$ cat src/rtl/div_secuencial.sv
`default_nettype none
// ============================================================================
//  Module   : div_secuencial
//  Purpose  : Sequential WIDTH-bit integer divider. Produces the quotient and
//             the remainder by restoring division, one quotient bit per clock,
//             behind a start/done handshake.
//  Revision : 1.0 - initial release
// ----------------------------------------------------------------------------
//  Ports
//     clk        in   1      rising-edge clock
//     rst_n      in   1      asynchronous active-low reset
//     inicio     in   1      start request, sampled only in IDLE
//     operando1  in   WIDTH  dividend
//     operando2  in   WIDTH  divisor
//     ocupado    out  1      high while a division is being iterated
//     listo      out  1      one-cycle pulse, results valid
//     cociente   out  WIDTH  quotient
//     residuo    out  WIDTH  remainder
//     div_cero   out  1      divisor of the last completed operation was 0
// ----------------------------------------------------------------------------
//  Configuration macro
//     DIV_SIGNED_EN  defined   : two's complement operands (magnitudes are
//                                divided, signs fixed up on the final edge)
//                    undefined : unsigned division, no sign logic
// ============================================================================
module div_secuencial #(
   parameter int WIDTH = 32
) (
   input  logic             clk,
   input  logic             rst_n,
   input  logic             inicio,
   input  logic [WIDTH-1:0] operando1,
   input  logic [WIDTH-1:0] operando2,
   output logic             ocupado,
   output logic             listo,
   output logic [WIDTH-1:0] cociente,
   output logic [WIDTH-1:0] residuo,
   output logic             div_cero
);

   // Counter must be able to hold the value WIDTH itself.
   localparam int CNT_W = $clog2(WIDTH + 1);

   typedef enum logic [1:0] {
      IDLE = 2'd0,
      CALC = 2'd1,
      DONE = 2'd2
   } state_t;

   state_t             state_q,    state_d;
   logic [WIDTH-1:0]   quo_q,      quo_d;      // dividend shifts out, quotient shifts in
   logic [WIDTH-1:0]   rem_q,      rem_d;      // partial remainder
   logic [WIDTH-1:0]   dvs_q,      dvs_d;      // latched divisor (magnitude)
   logic [CNT_W-1:0]   cnt_q,      cnt_d;
   logic [WIDTH-1:0]   cociente_q, cociente_d;
   logic [WIDTH-1:0]   residuo_q,  residuo_d;
   logic               div_cero_q, div_cero_d;
   logic               ocupado_q,  ocupado_d;
   logic               listo_q,    listo_d;

`ifdef DIV_SIGNED_EN
   logic               neg_quo_q,  neg_quo_d;  // operand signs differ
   logic               neg_rem_q,  neg_rem_d;  // dividend was negative
   logic               w_neg_a;
   logic               w_neg_b;
`endif

   logic [WIDTH-1:0]   w_mag_a;
   logic [WIDTH-1:0]   w_mag_b;
   logic [WIDTH:0]     w_rem_sh;   // {remainder, dividend MSB} after the shift
   logic [WIDTH:0]     w_trial;    // trial subtraction at WIDTH+1 bits
   logic [WIDTH-1:0]   w_quo_step;
   logic [WIDTH-1:0]   w_rem_step;

   // ------------------------------------------------------------------------
   // Operand magnitudes presented at acceptance
   // ------------------------------------------------------------------------
   always_comb begin
`ifdef DIV_SIGNED_EN
      w_neg_a = operando1[WIDTH-1];
      w_neg_b = operando2[WIDTH-1];
      w_mag_a = w_neg_a ? (~operando1 + 1'b1) : operando1;
      w_mag_b = w_neg_b ? (~operando2 + 1'b1) : operando2;
`else
      w_mag_a = operando1;
      w_mag_b = operando2;
`endif
   end

   // ------------------------------------------------------------------------
   // One restoring step. The partial remainder is always below the divisor,
   // so after the shift it fits in WIDTH+1 bits and bit WIDTH of the
   // difference is a reliable sign.
   // ------------------------------------------------------------------------
   always_comb begin
      w_rem_sh   = {rem_q, quo_q[WIDTH-1]};
      w_trial    = w_rem_sh - {1'b0, dvs_q};
      w_quo_step = {quo_q[WIDTH-2:0], ~w_trial[WIDTH]};
      w_rem_step = w_trial[WIDTH] ? w_rem_sh[WIDTH-1:0] : w_trial[WIDTH-1:0];
   end

   // ------------------------------------------------------------------------
   // Next-state and datapath control
   // ------------------------------------------------------------------------
   always_comb begin
      state_d    = state_q;
      quo_d      = quo_q;
      rem_d      = rem_q;
      dvs_d      = dvs_q;
      cnt_d      = cnt_q;
      cociente_d = cociente_q;
      residuo_d  = residuo_q;
      div_cero_d = div_cero_q;
`ifdef DIV_SIGNED_EN
      neg_quo_d  = neg_quo_q;
      neg_rem_d  = neg_rem_q;
`endif

      case (state_q)
         IDLE: begin
            if (inicio) begin
               quo_d = w_mag_a;
               rem_d = '0;
               dvs_d = w_mag_b;
               cnt_d = CNT_W'(WIDTH);
`ifdef DIV_SIGNED_EN
               neg_quo_d = w_neg_a ^ w_neg_b;
               neg_rem_d = w_neg_a;
`endif
               if (operando2 == '0) begin
                  // Results are final on the accepting edge; remainder is
                  // the raw dividend, not its magnitude.
                  cociente_d = '1;
                  residuo_d  = operando1;
                  div_cero_d = 1'b1;
                  state_d    = DONE;
               end else begin
                  state_d    = CALC;
               end
            end
         end

         CALC: begin
            quo_d = w_quo_step;
            rem_d = w_rem_step;
            cnt_d = cnt_q - 1'b1;
            if (cnt_q == CNT_W'(1)) begin
`ifdef DIV_SIGNED_EN
               cociente_d = neg_quo_q ? (~w_quo_step + 1'b1) : w_quo_step;
               residuo_d  = neg_rem_q ? (~w_rem_step + 1'b1) : w_rem_step;
`else
               cociente_d = w_quo_step;
               residuo_d  = w_rem_step;
`endif
               div_cero_d = 1'b0;
               state_d    = DONE;
            end
         end

         DONE: begin
            state_d = IDLE;
         end

         default: begin
            state_d = IDLE;
         end
      endcase

      // Status flags are registered copies of the next state.
      ocupado_d = (state_d == CALC);
      listo_d   = (state_d == DONE);
   end

   // ------------------------------------------------------------------------
   // State register
   // ------------------------------------------------------------------------
   always_ff @(posedge clk or negedge rst_n) begin
      if (!rst_n) begin
         state_q    <= IDLE;
         quo_q      <= '0;
         rem_q      <= '0;
         dvs_q      <= '0;
         cnt_q      <= '0;
         cociente_q <= '0;
         residuo_q  <= '0;
         div_cero_q <= 1'b0;
         ocupado_q  <= 1'b0;
         listo_q    <= 1'b0;
`ifdef DIV_SIGNED_EN
         neg_quo_q  <= 1'b0;
         neg_rem_q  <= 1'b0;
`endif
      end else begin
         state_q    <= state_d;
         quo_q      <= quo_d;
         rem_q      <= rem_d;
         dvs_q      <= dvs_d;
         cnt_q      <= cnt_d;
         cociente_q <= cociente_d;
         residuo_q  <= residuo_d;
         div_cero_q <= div_cero_d;
         ocupado_q  <= ocupado_d;
         listo_q    <= listo_d;
`ifdef DIV_SIGNED_EN
         neg_quo_q  <= neg_quo_d;
         neg_rem_q  <= neg_rem_d;
`endif
      end
   end

   assign ocupado  = ocupado_q;
   assign listo    = listo_q;
   assign cociente = cociente_q;
   assign residuo  = residuo_q;
   assign div_cero = div_cero_q;

endmodule
`default_nettype wire

$ cat config.mk
export PLATFORM = sky130hd
export DESIGN_NAME = div_secuencial
export DESIGN_NICKNAME = d
export VERILOG_FILES = /design/src/rtl/div_secuencial.sv
export SDC_FILE = /design/constraint.sdc
export NUM_CORES = 1
export LEC_CHECK = 0
export BUFFER_PORTS_ARGS = -buffer_cell sky130_fd_sc_hd__buf_2
export CORE_ASPECT_RATIO = 0.75
export CORE_MARGIN = 5
export CORE_UTILIZATION = 50
export DETAILED_ROUTE_END_ITERATION = 8
export GPL_TIMING_DRIVEN = 0
export HOLD_SLACK_MARGIN = 0.03
export PLACE_DENSITY = 0.76
export SLEW_MARGIN = 5
export SYNTH_ARGS = -nofsm -noshare
export SYNTH_HDL_FRONTEND = slang
export SYNTH_SLANG_ARGS = --single-unit
$ cat constraint.sdc
create_clock -name clk -period 4.3 [get_ports clk]
set_clock_uncertainty 0.05 [all_clocks]
set_input_delay 0.645 -clock clk [delete_from_list [all_inputs] [get_ports clk]]
set_output_delay 0.645 -clock clk [all_outputs]
set_load 0.02 [all_outputs]
# Word-level counts from Yosys, hierarchy flattened
# Cells that the tools add are included.
dict set report classes {
  bitwise_logic 1
  multipliers 0
  order_cmp 0
  mux 23
  n_shift 0
  n_reduce_logical 6
  div_mod_pow 0
  add_sub_neg 2
  n_eq_ne 7
}
# op count
set ops {}
lappend ops {{$mux 32} 9}
lappend ops {{$pmux 32 s2} 4}
lappend ops {{$sub 33x32->33} 1}
lappend ops {{$logic_not 32->1} 1}
lappend ops {{$pmux 6 s2} 1}
lappend ops {{$eq 6x1->1 const B} 1}
lappend ops {{$mux 2} 3}
lappend ops {{$mux 6} 1}
lappend ops {{$ne 2x2->1 const B} 3}
lappend ops {{$sub 6x1->6 const B} 1}
lappend ops {{$eq 2x1->1 const B} 2}
lappend ops {{$pmux 2 s2} 1}
lappend ops {{$reduce_and 2->1} 2}
lappend ops {{$reduce_and 4->1} 1}
lappend ops {{$mux 1} 3}
lappend ops {{$eq 2x2->1 const B} 1}
lappend ops {{$logic_not 2->1} 1}
lappend ops {{$pmux 1 s2} 1}
lappend ops {{$reduce_bool 2->1} 1}
lappend ops {{$not 1->1} 1}
dict set report totals {
  mem_count 0
  reg_bits 171
  romBits 0
  ramBits 0
  out_inout_bits 67
  latchBits 0
  wordCells 49
  inputBits 67
}

# Longest topological paths before layout
# Gate-level depths: netlist (run 1).
dict set report depth {
  word_depth 5
  ltp_mapped 13
  depth_no_buf 12
}

# Least setup slack after synthesis (run 1)
# Ideal clock, no wire load.
dict set report synth_path {
  kind {reg-to-reg}
  startpoint {register quo_q[31]}
  endpoint {register residuo_q[10], in the netlist residuo[10]}
  path_slack_ps 1307
  n_path_buf 1
  t_required_ps 4173
  stages_incl_launch_ff 14
  period_less_slack_ps 2993
  arrival_ps 2866
  setup_ps 77
  cell_sequence {dfrtp_1 > inv_1 > ha_1 > inv_1 > fa_1 > a211oi_1 > o21ai_2 > a211oi_2 > a21oi_2 > a211o_1 > o211ai_4 > buf_6 > mux2_2 > a21oi_1}
}
dict set report synth_via {
  elab_chain_len 4
}
# item line_no
set synth_rtl {}
lappend synth_rtl {{start, declared} 51} ;# logic [WIDTH-1:0] quo_q, quo_d;
lappend synth_rtl {{start signal, assigned} 195} ;# quo_q <= quo_d;
lappend synth_rtl {{$sub 33x32->33} 97} ;# w_trial = w_rem_sh - {1'b0, dvs_q};
lappend synth_rtl {{$mux 32} 99} ;# w_rem_step = w_trial[WIDTH] ? w_rem_sh[WIDTH-1:0] : w_trial[WIDTH-1:0];
lappend synth_rtl {{$mux 32} 147} ;# if (cnt_q == CNT_W'(1)) begin
lappend synth_rtl {{$pmux 32 s2} 119} ;# case (state_q)
lappend synth_rtl {{end signal, assigned} 200} ;# residuo_q <= residuo_d;
lappend synth_rtl {{end, declared} 56} ;# logic [WIDTH-1:0] residuo_q, residuo_d;
# Every way passes these cells. The select of a mux whose other input is x is not followed.
# A chain may end at the register's enable or synchronous reset.

# Worst setup path in the final report (run 1)
dict set report layout_path {
  startpoint {register quo_q[31]}
  endpoint {register rem_q[31]}
}
dict set report layout_via {
  elab_chain_len 3
}
# item line_no
set layout_rtl {}
lappend layout_rtl {{$sub 33x32->33} 97}
lappend layout_rtl {{$mux 32} 99}
lappend layout_rtl {{$pmux 32 s2} 119}
lappend layout_rtl {{end signal, assigned} 196} ;# rem_q <= rem_d;
lappend layout_rtl {{end, declared} 52} ;# logic [WIDTH-1:0] rem_q, rem_d;
# Every way passes these cells.

==> flow_summary.yaml, run 1 <==
timing:
  period_share: 0.844
  setup_viol: 0
  tightest_slew_ps: 816
  rsz0062_at_grt: "false"
  setup_ws_ps: 670
  period_minus_slack_ps: 3630
  finalHoldViolations: 0
  final-max-slew-violation-count: 0
  relSlewSlack: 0.456
  fmax_mhz: 276
synth:
  ys_ff_latch: 171
  syn_nets: 1188
  synth_async_sr_flop_share: 1.00
  synth_edf_count: 0
  yosysWarnings: 0
  seq_area_frac_synth: 0.457
  syn-instance-count: 1086
  syn_area_per_cell_um2: 8.62
  yosysUniqueCellTypes: 62
  synthesis.area_mm2: 0.00936
  synth_ff_type: "dfrtp_1"
grt:
  met3_usage: 0.0734
  grt_pass1_vias: 8445
  grt_max_degree: 100
  grt_use_met1: 0.398
  grt_usage: 0.269
  grt-ovfl-total: 0
  grt_pass1_wl_um: 46000
  grt_busiest_layer: "met1"
  antenna_found_initial: 0
  grt_util_met2: 0.395
cells_and_area:
  layout_commonest_cell: "nand2_1"
  finalInstanceArea_mm2: 0.0110
  area_delta_synth_final_pct: 17.1
  nNetsFinal: 1341
  fillers: 1650
  n_antenna_cell: 0
  final_cell_mix: "228 x nand2_1, 171 x dfrtp_1, 138 x buf_2"
  fin_util: 0.594
  drive_gt1_frac: 0.157
drt:
  drc_errors: 0
  vias: 8872
  ant_nets: 0
  first_iter_violations: 1011
  wl_per_cell_um: 19.4
  drt_pass1_iterations: 5
  routed_wirelength_um: 29100
  via_per_inst: 5.92
critical_path:
  cpMostUsedCell: "inv_1"
  end_kind: "register"
  cpLargestDelayFamily: "compound AO/OA/AOI/OAI gates"
  crit_type: "reg2reg"
  worstPathMaxFanout: 10
  cpMaxStageDelayCell: "fa_1"
  path_buf_inv: 3
  path_cells: "inv_1 > ha_1 > inv_1 > fa_1 > a211oi_1 > o21ai_2 > a211oi_2 > a21oi_2 > a211o_1 > o211ai_4 > buf_6 > mux2i_1 > o21ai_0"
  cp_data_required_time_ps: 4540
  critical_path.max_stage_delay_ps: 450
  start_kind: "register"
  worstPathArrival_ps: 3870
placement:
  dpl.hpwl_um: 22200
  globalplace.congestion: 0.927
  post_dp_cell_area_mm2: 0.0104
  io_buffers: 133
  place_ws_ps: 338
clocking:
  htreeDepth: 4
  clock_path_buffers: 2
  hold_buffers: 0
  clkSinkCount: 171
  numCtsBuffers: 17
  tritoncts: "built"
  clk_latency_ps: 440
  cts_root_buffer: "clkbuf_16"
  clkTransAtPathRegs_ps: 70
  cts_resized: 0
  cts_setup_buffers: 0
job:
  max_cap_violations: 0
die:
  dieArea_mm2: 0.0216
  rows: 43
  ioPinCount: 134
  core_area_mm2: 0.0185
  die_w_um: 168
  dieHeight_um: 128
  start_util: 0.507
outcome:
  status: "finished, final reports clean"
min_path:
  hold_class: "in2async"
## sequential cells by signal, summed over array words and instances (netlist names)
name	flops
state_q	2
quo_q	32
rem_q	32
div_cero	1
cociente	32
listo	1
residuo	32
ocupado	1
cnt_q	6
dvs_q	32
## metrics by stage
stage / hold WS, ps / TNS (ps) / std cells
finish: 120 / 0 / 1499
floorplan: 299 / 0 / 1086
CTS: 144 / 0 / 1499
detailed placement: 416 / 0 / 1467
global route: 173 / 0 / 1499
global placement: 410 / -26540 / 1466
## worst reg2reg max path, stage by stage, from the launching register on
cell,delay [ps]
dfrtp_1,360
inv_1,100
ha_1,220
inv_1,70
fa_1,450
a211oi_1,360
o21ai_2,180
a211oi_2,230
a21oi_2,180
a211o_1,370
o211ai_4,160
buf_6,230
mux2i_1,390
o21ai_0,140
## per-layer routing
metal | part of all wire | up-vias
met3 | 0.095 | 46
met4 | 0.020 | 0
met2 | 0.43 | 410
li1 | - | 4148
met1 | 0.46 | 4268
met5 | 0 | -
## path summary, 6_finish.rpt
check                                          from                  endpoint  slack [ps]  depth (start not counted)
max                           quo_q[31]$_DFFE_PN0P_     rem_q[31]$_DFFE_PN0P_         670                         13
min                                           rst_n     dvs_q[11]$_DFFE_PN0P_         120                          1
max reg2reg                   quo_q[31]$_DFFE_PN0P_     rem_q[31]$_DFFE_PN0P_         670                         13
min reg2reg                cociente[25]$_DFFE_PN0P_  cociente[25]$_DFFE_PN0P_         430                          2
max in group asynchronous                     rst_n   residuo[22]$_DFFE_PN0P_        3160                          2
min in group clk                      operando2[24]     dvs_q[24]$_DFFE_PN0P_         380                          3
## synth_stat cells, drive strengths merged, types with 6 or more instances
cell	count	area [um2]
a211oi	9	72.6
a21o	10	75.1
a21oi	111	563
a22oi	30	225
a31oi	12	75.1
and2	6	37.5
and3	19	119
buf	12	78.8
clkbuf	54	204
dfrtp	171	4280
ha	34	425
inv	43	161
mux2	8	90.1
mux2i	19	190
nand2	228	856
nand3	20	100
nand4	8	50.1
nor2	44	165
nor3	14	70.1
nor4	12	75.1
o211ai	8	73.8
o21ai	122	614
or3	7	43.8
xnor2	15	131
xor2	8	70.1
## area by class of cell
class                   count  area, um2  area share
multi-input cells         806       4640       0.423
flip-flops and latches    171       4280       0.390
repair buffers            134        703      0.0642
clock buffers              18        439      0.0401
well taps                 247        309      0.0282
plain buffers              66        283      0.0258
inverters                  43        161      0.0147
clock inverters            14        149      0.0136
## logic make-up (layout without fill, tap and decap cells)
kind of cell / after synthesis / in the layout / synth area share
and+or+nand+nor: 379 / 379 / 0.179
DFF: 171 / 171 / 0.457
adders and majority gates: 35 / 35 / 0.0476
buffers and inverters: 109 / 275 / 0.0475
AOI/OAI and AO/OA: 342 / 342 / 0.217
xor gates and xnor gates: 23 / 23 / 0.0215
muxes: 27 / 27 / 0.0299
Power of run 1 is not shown: default switching activity piles up to over one toggle a cycle in this logic, so the estimate is an artifact.
==> run 2: changes to the inputs <==
--- a/config.mk
+++ b/config.mk
@@ -5,6 +5,7 @@
 export SDC_FILE = /design/constraint.sdc
 export NUM_CORES = 1
 export LEC_CHECK = 0
+export ABC_AREA = 1
 export BUFFER_PORTS_ARGS = -buffer_cell sky130_fd_sc_hd__buf_2
 export CORE_ASPECT_RATIO = 0.75
 export CORE_MARGIN = 5
@@ -12,7 +13,7 @@
 export DETAILED_ROUTE_END_ITERATION = 8
 export GPL_TIMING_DRIVEN = 0
 export HOLD_SLACK_MARGIN = 0.03
-export PLACE_DENSITY = 0.76
+export PLACE_DENSITY = 0.75
 export SLEW_MARGIN = 5
 export SYNTH_ARGS = -nofsm -noshare
 export SYNTH_HDL_FRONTEND = slang
==> constraint.sdc (replaced) <==
create_clock -name clk -period 3.4 [get_ports clk]
set_clock_uncertainty 0.05 [all_clocks]
set_input_delay 0.51 -clock clk [delete_from_list [all_inputs] [get_ports clk]]
set_output_delay 0.51 -clock clk [all_outputs]
set_load 0.02 [all_outputs]
==> flow_summary.yaml, run 2 <==
die:
  start_util: 0.511
  rows: 46
  dieArea_mm2: 0.0249
  dieHeight_um: 138
  core_area_mm2: 0.0213
  ioPinCount: 134
  die_w_um: 180
critical_path:
  end_kind: "register"
  crit_type: "reg2reg"
  worstPathMaxFanout: 10
  critical_path.max_stage_delay_ps: 420
  cpMostUsedCell: "nand2_4"
  start_kind: "register"
  cpMaxStageDelayCell: "fa_1"
  cp_data_required_time_ps: 3680
  worstPathArrival_ps: 3010
  path_cells: "inv_1 > ha_1 > inv_1 > fa_1 > nand2_1 > nand2_2 > nand3_2 > nand2_2 > nand2_2 > nand2_4 > nand2_4 > nand2_4 > nand2_4 > nand2_8 > buf_12 > nand3_2 > nand3_1 > nand2_1 > inv_1"
timing:
  whs_ps: 257
  setup_viol: 0
  finalHoldViolations: 0
  period_minus_slack_ps: 2720
  tightest_slew_ps: 722
  final-max-slew-violation-count: 0
  period_share: 0.801
  fmax_mhz: 367
  relSlewSlack: 0.519
  rsz0062_at_grt: "false"
drt:
  ant_nets: 0
  via_per_inst: 5.16
  drt_pass1_iterations: 5
  first_iter_violations: 1009
  vias: 9813
  routed_wirelength_um: 31700
  drc_errors: 0
  wl_per_cell_um: 16.7
synth:
  synthesis.area_mm2: 0.0109
  yosysUniqueCellTypes: 46
  yosys.area.top_type_share: 0.393
  synthTopCellsByCount: "445 x nand2_1, 231 x inv_1, 171 x dfrtp_1, 80 x nand3_2, 78 x nor2_1"
  synth_edf_count: 0
  synth_top_cell_by_area: "dfrtp_1"
  synth_ff_type: "dfrtp_1"
  syn-instance-count: 1445
  synth_async_sr_flop_share: 1.00
  syn_area_per_cell_um2: 7.54
  post-synth-top-count-cell: "nand2_1"
  yosysWarnings: 0
  seq_area_frac_synth: 0.393
  ys_ff_latch: 171
  synthTopCellsByArea: "dfrtp_1 39%, nand2_1 15%, inv_1 8.0%"
  syn_nets: 1547
job:
  max_cap_violations: 0
cells_and_area:
  drive_gt1_frac: 0.200
  seq_area_mm2: 0.00428
  nNetsFinal: 1701
  area_delta_synth_final_pct: 15.2
  fin_cells: 1900
  fillers: 2028
  multiInputGateArea_mm2: 0.00528
  layout_commonest_cell: "nand2_1"
  final_cell_mix: "445 x nand2_1, 231 x inv_1, 171 x dfrtp_1"
  n_antenna_cell: 0
grt:
  grt_usage: 0.257
  antenna_found_initial: 0
  grt-ovfl-total: 0
  grt_pass1_wl_um: 50800
  grt_pass1_vias: 9500
  grt_max_degree: 116
clocking:
  cts_resized: 0
  clkTransAtPathRegs_ps: 80
  cts_setup_buffers: 0
  htreeDepth: 4
  numCtsBuffers: 17
  clk_latency_ps: 440
  clock_path_buffers: 2
  tritoncts: "built"
  clkSinkCount: 171
  cts_root_buffer: "clkbuf_16"
power_and_ir_drop:
  cellLeakagePower_nw: 6.85
  power_density_mw_per_mm2: 966
  ir_worst_vdd_v: 0.000501
placement:
  globalplace.congestion: 0.949
  dpl.hpwl_um: 25100
  placed_cells: 1867
  io_buffers: 133
min_path:
  hold_class: "in2reg"
outcome:
  status: "finished, final reports clean"
==> run 2: through the flow <==
stage                     worst slack [ps]  instance area [um2]   util  setup TNS, ps  power [W]
after global placement                -997                11900  0.560        -166800    0.00998
final                                  676                12500  0.589              0     0.0121
after global routing                   561                12500  0.589              0     0.0131
after detailed placement               581                12000  0.561              0     0.0101
after floorplan                       1150                10900      -              0    0.00814
after CTS                              730                12500  0.589              0     0.0121
==> run 2: repair_timing <==
action / in CTS / in global routing
setup endpoints to repair: 0 / 0
hold buffers: 1 / 0
hold endpoints to repair: 56 / 0
==> run 2: critical path: cells and delay by family (launching register included) <==
family / cells / cell delay [ps]
buffers and inverters: 4 / 400
adders and majority gates: 2 / 570
DFF: 1 / 400
and+or+nand+nor: 13 / 1190
==> run 2: final timing paths <==
kind	startpoint	end	slack [ps]	cells past startpoint
min	operando1[26]	quo_q[26]$_DFFE_PN0P_	260	3
max in group asynchronous	rst_n	rem_q[15]$_DFFE_PN0P_	1810	3
max	quo_q[31]$_DFFE_PN0P_	residuo[15]$_DFFE_PN0P_	680	19
min in group asynchronous	rst_n	dvs_q[7]$_DFFE_PN0P_	540	2
min reg2reg	cociente[8]$_DFFE_PN0P_	cociente[8]$_DFFE_PN0P_	430	2
max reg2reg	quo_q[31]$_DFFE_PN0P_	residuo[15]$_DFFE_PN0P_	680	19
==> run 2: per-layer routing <==
layer | track usage | up-vias | share of wire
met3 | 0.0515 | 40 | 0.072
met1 | 0.382 | 4583 | 0.49
li1 | - | 4839 | -
met2 | 0.390 | 351 | 0.42
met4 | 0.0613 | 0 | 0.016
met5 | 0 | - | 0
==> run 2: cell families after synthesis <==
family                   Yosys count  synth area share
AND/OR/NAND/NOR                  766             0.348
buffers and inverters            300             0.122
flip-flops                       171             0.393
AO/OA/AOI/OAI                    157            0.0829
adder cells (fa/ha/maj)           35            0.0409
XOR/XNOR                          15            0.0121
multiplexers                       1          0.000919
==> run 2: final cells by class <==
| cell class | instances | share of cell area |
|---|---|---|
| Inverter | 247 | 0.0739 |
| Buffer | 53 | 0.0324 |
| Multi-Input combinational cell | 974 | 0.421 |
| Clock inverter | 14 | 0.0121 |
| Timing Repair Buffer | 135 | 0.0568 |
| Clock buffer | 18 | 0.0342 |
| Sequential cell | 171 | 0.341 |
| Tap cell | 288 | 0.0287 |
==> run 2: power by group <==
part           internal (W)  total (W)  switching (W)  leakage (nW)
registers           0.00293    0.00350       0.000571          2.12
clock network      0.000983    0.00194       0.000962         0.280
logic               0.00219    0.00668        0.00448          4.45
total               0.00610     0.0121        0.00602          6.85
Power figures use the tool's default switching activity.
==> run 3: changes to the inputs <==
==> constraint.sdc (replaced) <==
create_clock -name clk -period 2.8 [get_ports clk]
set_clock_uncertainty 0.05 [all_clocks]
set_input_delay 0.42 -clock clk [delete_from_list [all_inputs] [get_ports clk]]
set_output_delay 0.42 -clock clk [all_outputs]
set_load 0.02 [all_outputs]
==> flow_summary.yaml, run 3 (synthesis results as in run 2) <==
grt:
  grt_pass1_vias: 9500
  grt_usage: 0.257
  grt_max_degree: 116
  grt-ovfl-total: 0
  grt_pass1_wl_um: 50800
  antenna_found_initial: 0
timing:
  finalHoldViolations: 0
  rsz0062_at_grt: "false"
  setup_tns_ps: 0
  setup_ws_ps: 138
  setup_viol: 0
  whs_ps: 168
  period_minus_slack_ps: 2660
  relSlewSlack: 0.500
  fmax_mhz: 376
  period_share: 0.951
  final-max-slew-violation-count: 0
  tightest_slew_ps: 749
power_and_ir_drop:
  cellLeakagePower_nw: 6.85
  power_density_mw_per_mm2: 1170
  ir_worst_vdd_v: 0.000609
clocking:
  clkSinkCount: 171
  clock_path_buffers: 2
  clkTransAtPathRegs_ps: 80
  tritoncts: "built"
  numCtsBuffers: 17
  cts_root_buffer: "clkbuf_16"
  htreeDepth: 4
  cts_setup_buffers: 0
  clk_latency_ps: 440
cells_and_area:
  area_delta_synth_final_pct: 15.3
  multiInputGateArea_mm2: 0.00529
  fin_cells: 1900
  layout_commonest_cell: "nand2_1"
  finalInstanceArea_mm2: 0.0126
  seq_area_mm2: 0.00428
  n_antenna_cell: 0
  drive_gt1_frac: 0.202
  fillers: 2026
  final_cell_mix: "444 x nand2_1, 231 x inv_1, 171 x dfrtp_1"
  nNetsFinal: 1701
die:
  dieArea_mm2: 0.0249
  core_area_mm2: 0.0213
  start_util: 0.511
  dieHeight_um: 138
  die_w_um: 180
  rows: 46
  ioPinCount: 134
outcome:
  status: "finished, final reports clean"
drt:
  drt_pass1_iterations: 6
  first_iter_violations: 1045
  drc_errors: 0
  ant_nets: 0
  via_per_inst: 5.16
  vias: 9805
  wl_per_cell_um: 16.6
  routed_wirelength_um: 31600
critical_path:
  worstPathMaxFanout: 10
  critical_path.max_stage_delay_ps: 420
  cpMaxStageDelayCell: "fa_1"
  cpMostUsedCell: "nand2_4"
  worstPathArrival_ps: 2940
  start_kind: "register"
  cp_data_required_time_ps: 3080
  end_kind: "register"
  reg2reg_slack_ps: 140
  crit_type: "reg2reg"
  path_cells: "inv_1 > ha_1 > inv_1 > fa_1 > nand2_1 > nand2_2 > nand3_2 > nand2_2 > nand2_2 > nand2_4 > nand2_4 > nand2_4 > nand2_4 > nand2_8 > buf_12 > nand3_2 > nand3_1 > nand2_1 > inv_1"
placement:
  placed_cells: 1867
  post_dp_cell_area_mm2: 0.0120
  globalplace.congestion: 0.949
  place_ws_ps: 71.5
  io_buffers: 133
  dpl.hpwl_um: 25100
job:
  max_cap_violations: 0
min_path:
  hold_class: "in2reg"
[run 3: cell counts in the layout (fill, tap and decap cells not counted)]
No cell type changed its count.
[run 3: critical path: cells and delay by family, from the launching register on]
family                     cells  cell delay, ps
DFF                            1             390
and+or+nand+nor               13            1130
buffers and inverters          4             410
adders and majority gates      2             570
[run 3: where the power goes]
part | switching (W) | leakage, nW | total (W) | internal (W)
sequential | 0.000692 | 2.12 | 0.00425 | 0.00356
combinational | 0.00544 | 4.45 | 0.00811 | 0.00266
clock | 0.00116 | 0.280 | 0.00236 | 0.00119
[run 3: path summary, 6_finish.rpt]
kind | start | endpoint | depth (start not counted)
max | quo_q[31]$_DFFE_PN0P_ | residuo[12]$_DFFE_PN0P_ | 19
min in group asynchronous | rst_n | dvs_q[7]$_DFFE_PN0P_ | 2
max reg2reg | quo_q[31]$_DFFE_PN0P_ | residuo[12]$_DFFE_PN0P_ | 19
max in group asynchronous | rst_n | rem_q[15]$_DFFE_PN0P_ | 3
min reg2reg | cociente[8]$_DFFE_PN0P_ | cociente[8]$_DFFE_PN0P_ | 2
min | operando1[26] | quo_q[26]$_DFFE_PN0P_ | 3
[run 3: what timing repair did]
item | CTS | global route
setup endpoints to repair | 0 | 2
hold buffers | 1 | 0
endpoints found under the hold margin | 56 | 0
resized for setup | 0 | 2
[run 3: through the flow]
step	util	total power [W]
6_report	0.589	0.0147
3_3_place_gp	0.560	0.0121
4_1_cts	0.589	0.0147
5_1_grt	0.589	0.0159
2_1_floorplan	-	0.00988
3_5_place_dp	0.561	0.0123
[run 3: final cells by class]
type	count	share of cell area
Timing Repair Buffer	135	0.0568
Clock inverter	14	0.0121
Inverter	247	0.0739
Tap cell	288	0.0287
Clock buffer	18	0.0342
Buffer	53	0.0324
Sequential cell	171	0.341
Multi-Input combinational cell	974	0.421
[run 3: layer usage]
layer / vias up / routed length [um] / global-route usage / part of all wire
li1: 4833 / - / - / -
met1: 4583 / 15400 / 0.382 / 0.49
met2: 344 / 13400 / 0.390 / 0.42
met3: 45 / 2290 / 0.0515 / 0.073
met4: 0 / 533 / 0.0613 / 0.017
met5: - / 0 / 0 / 0
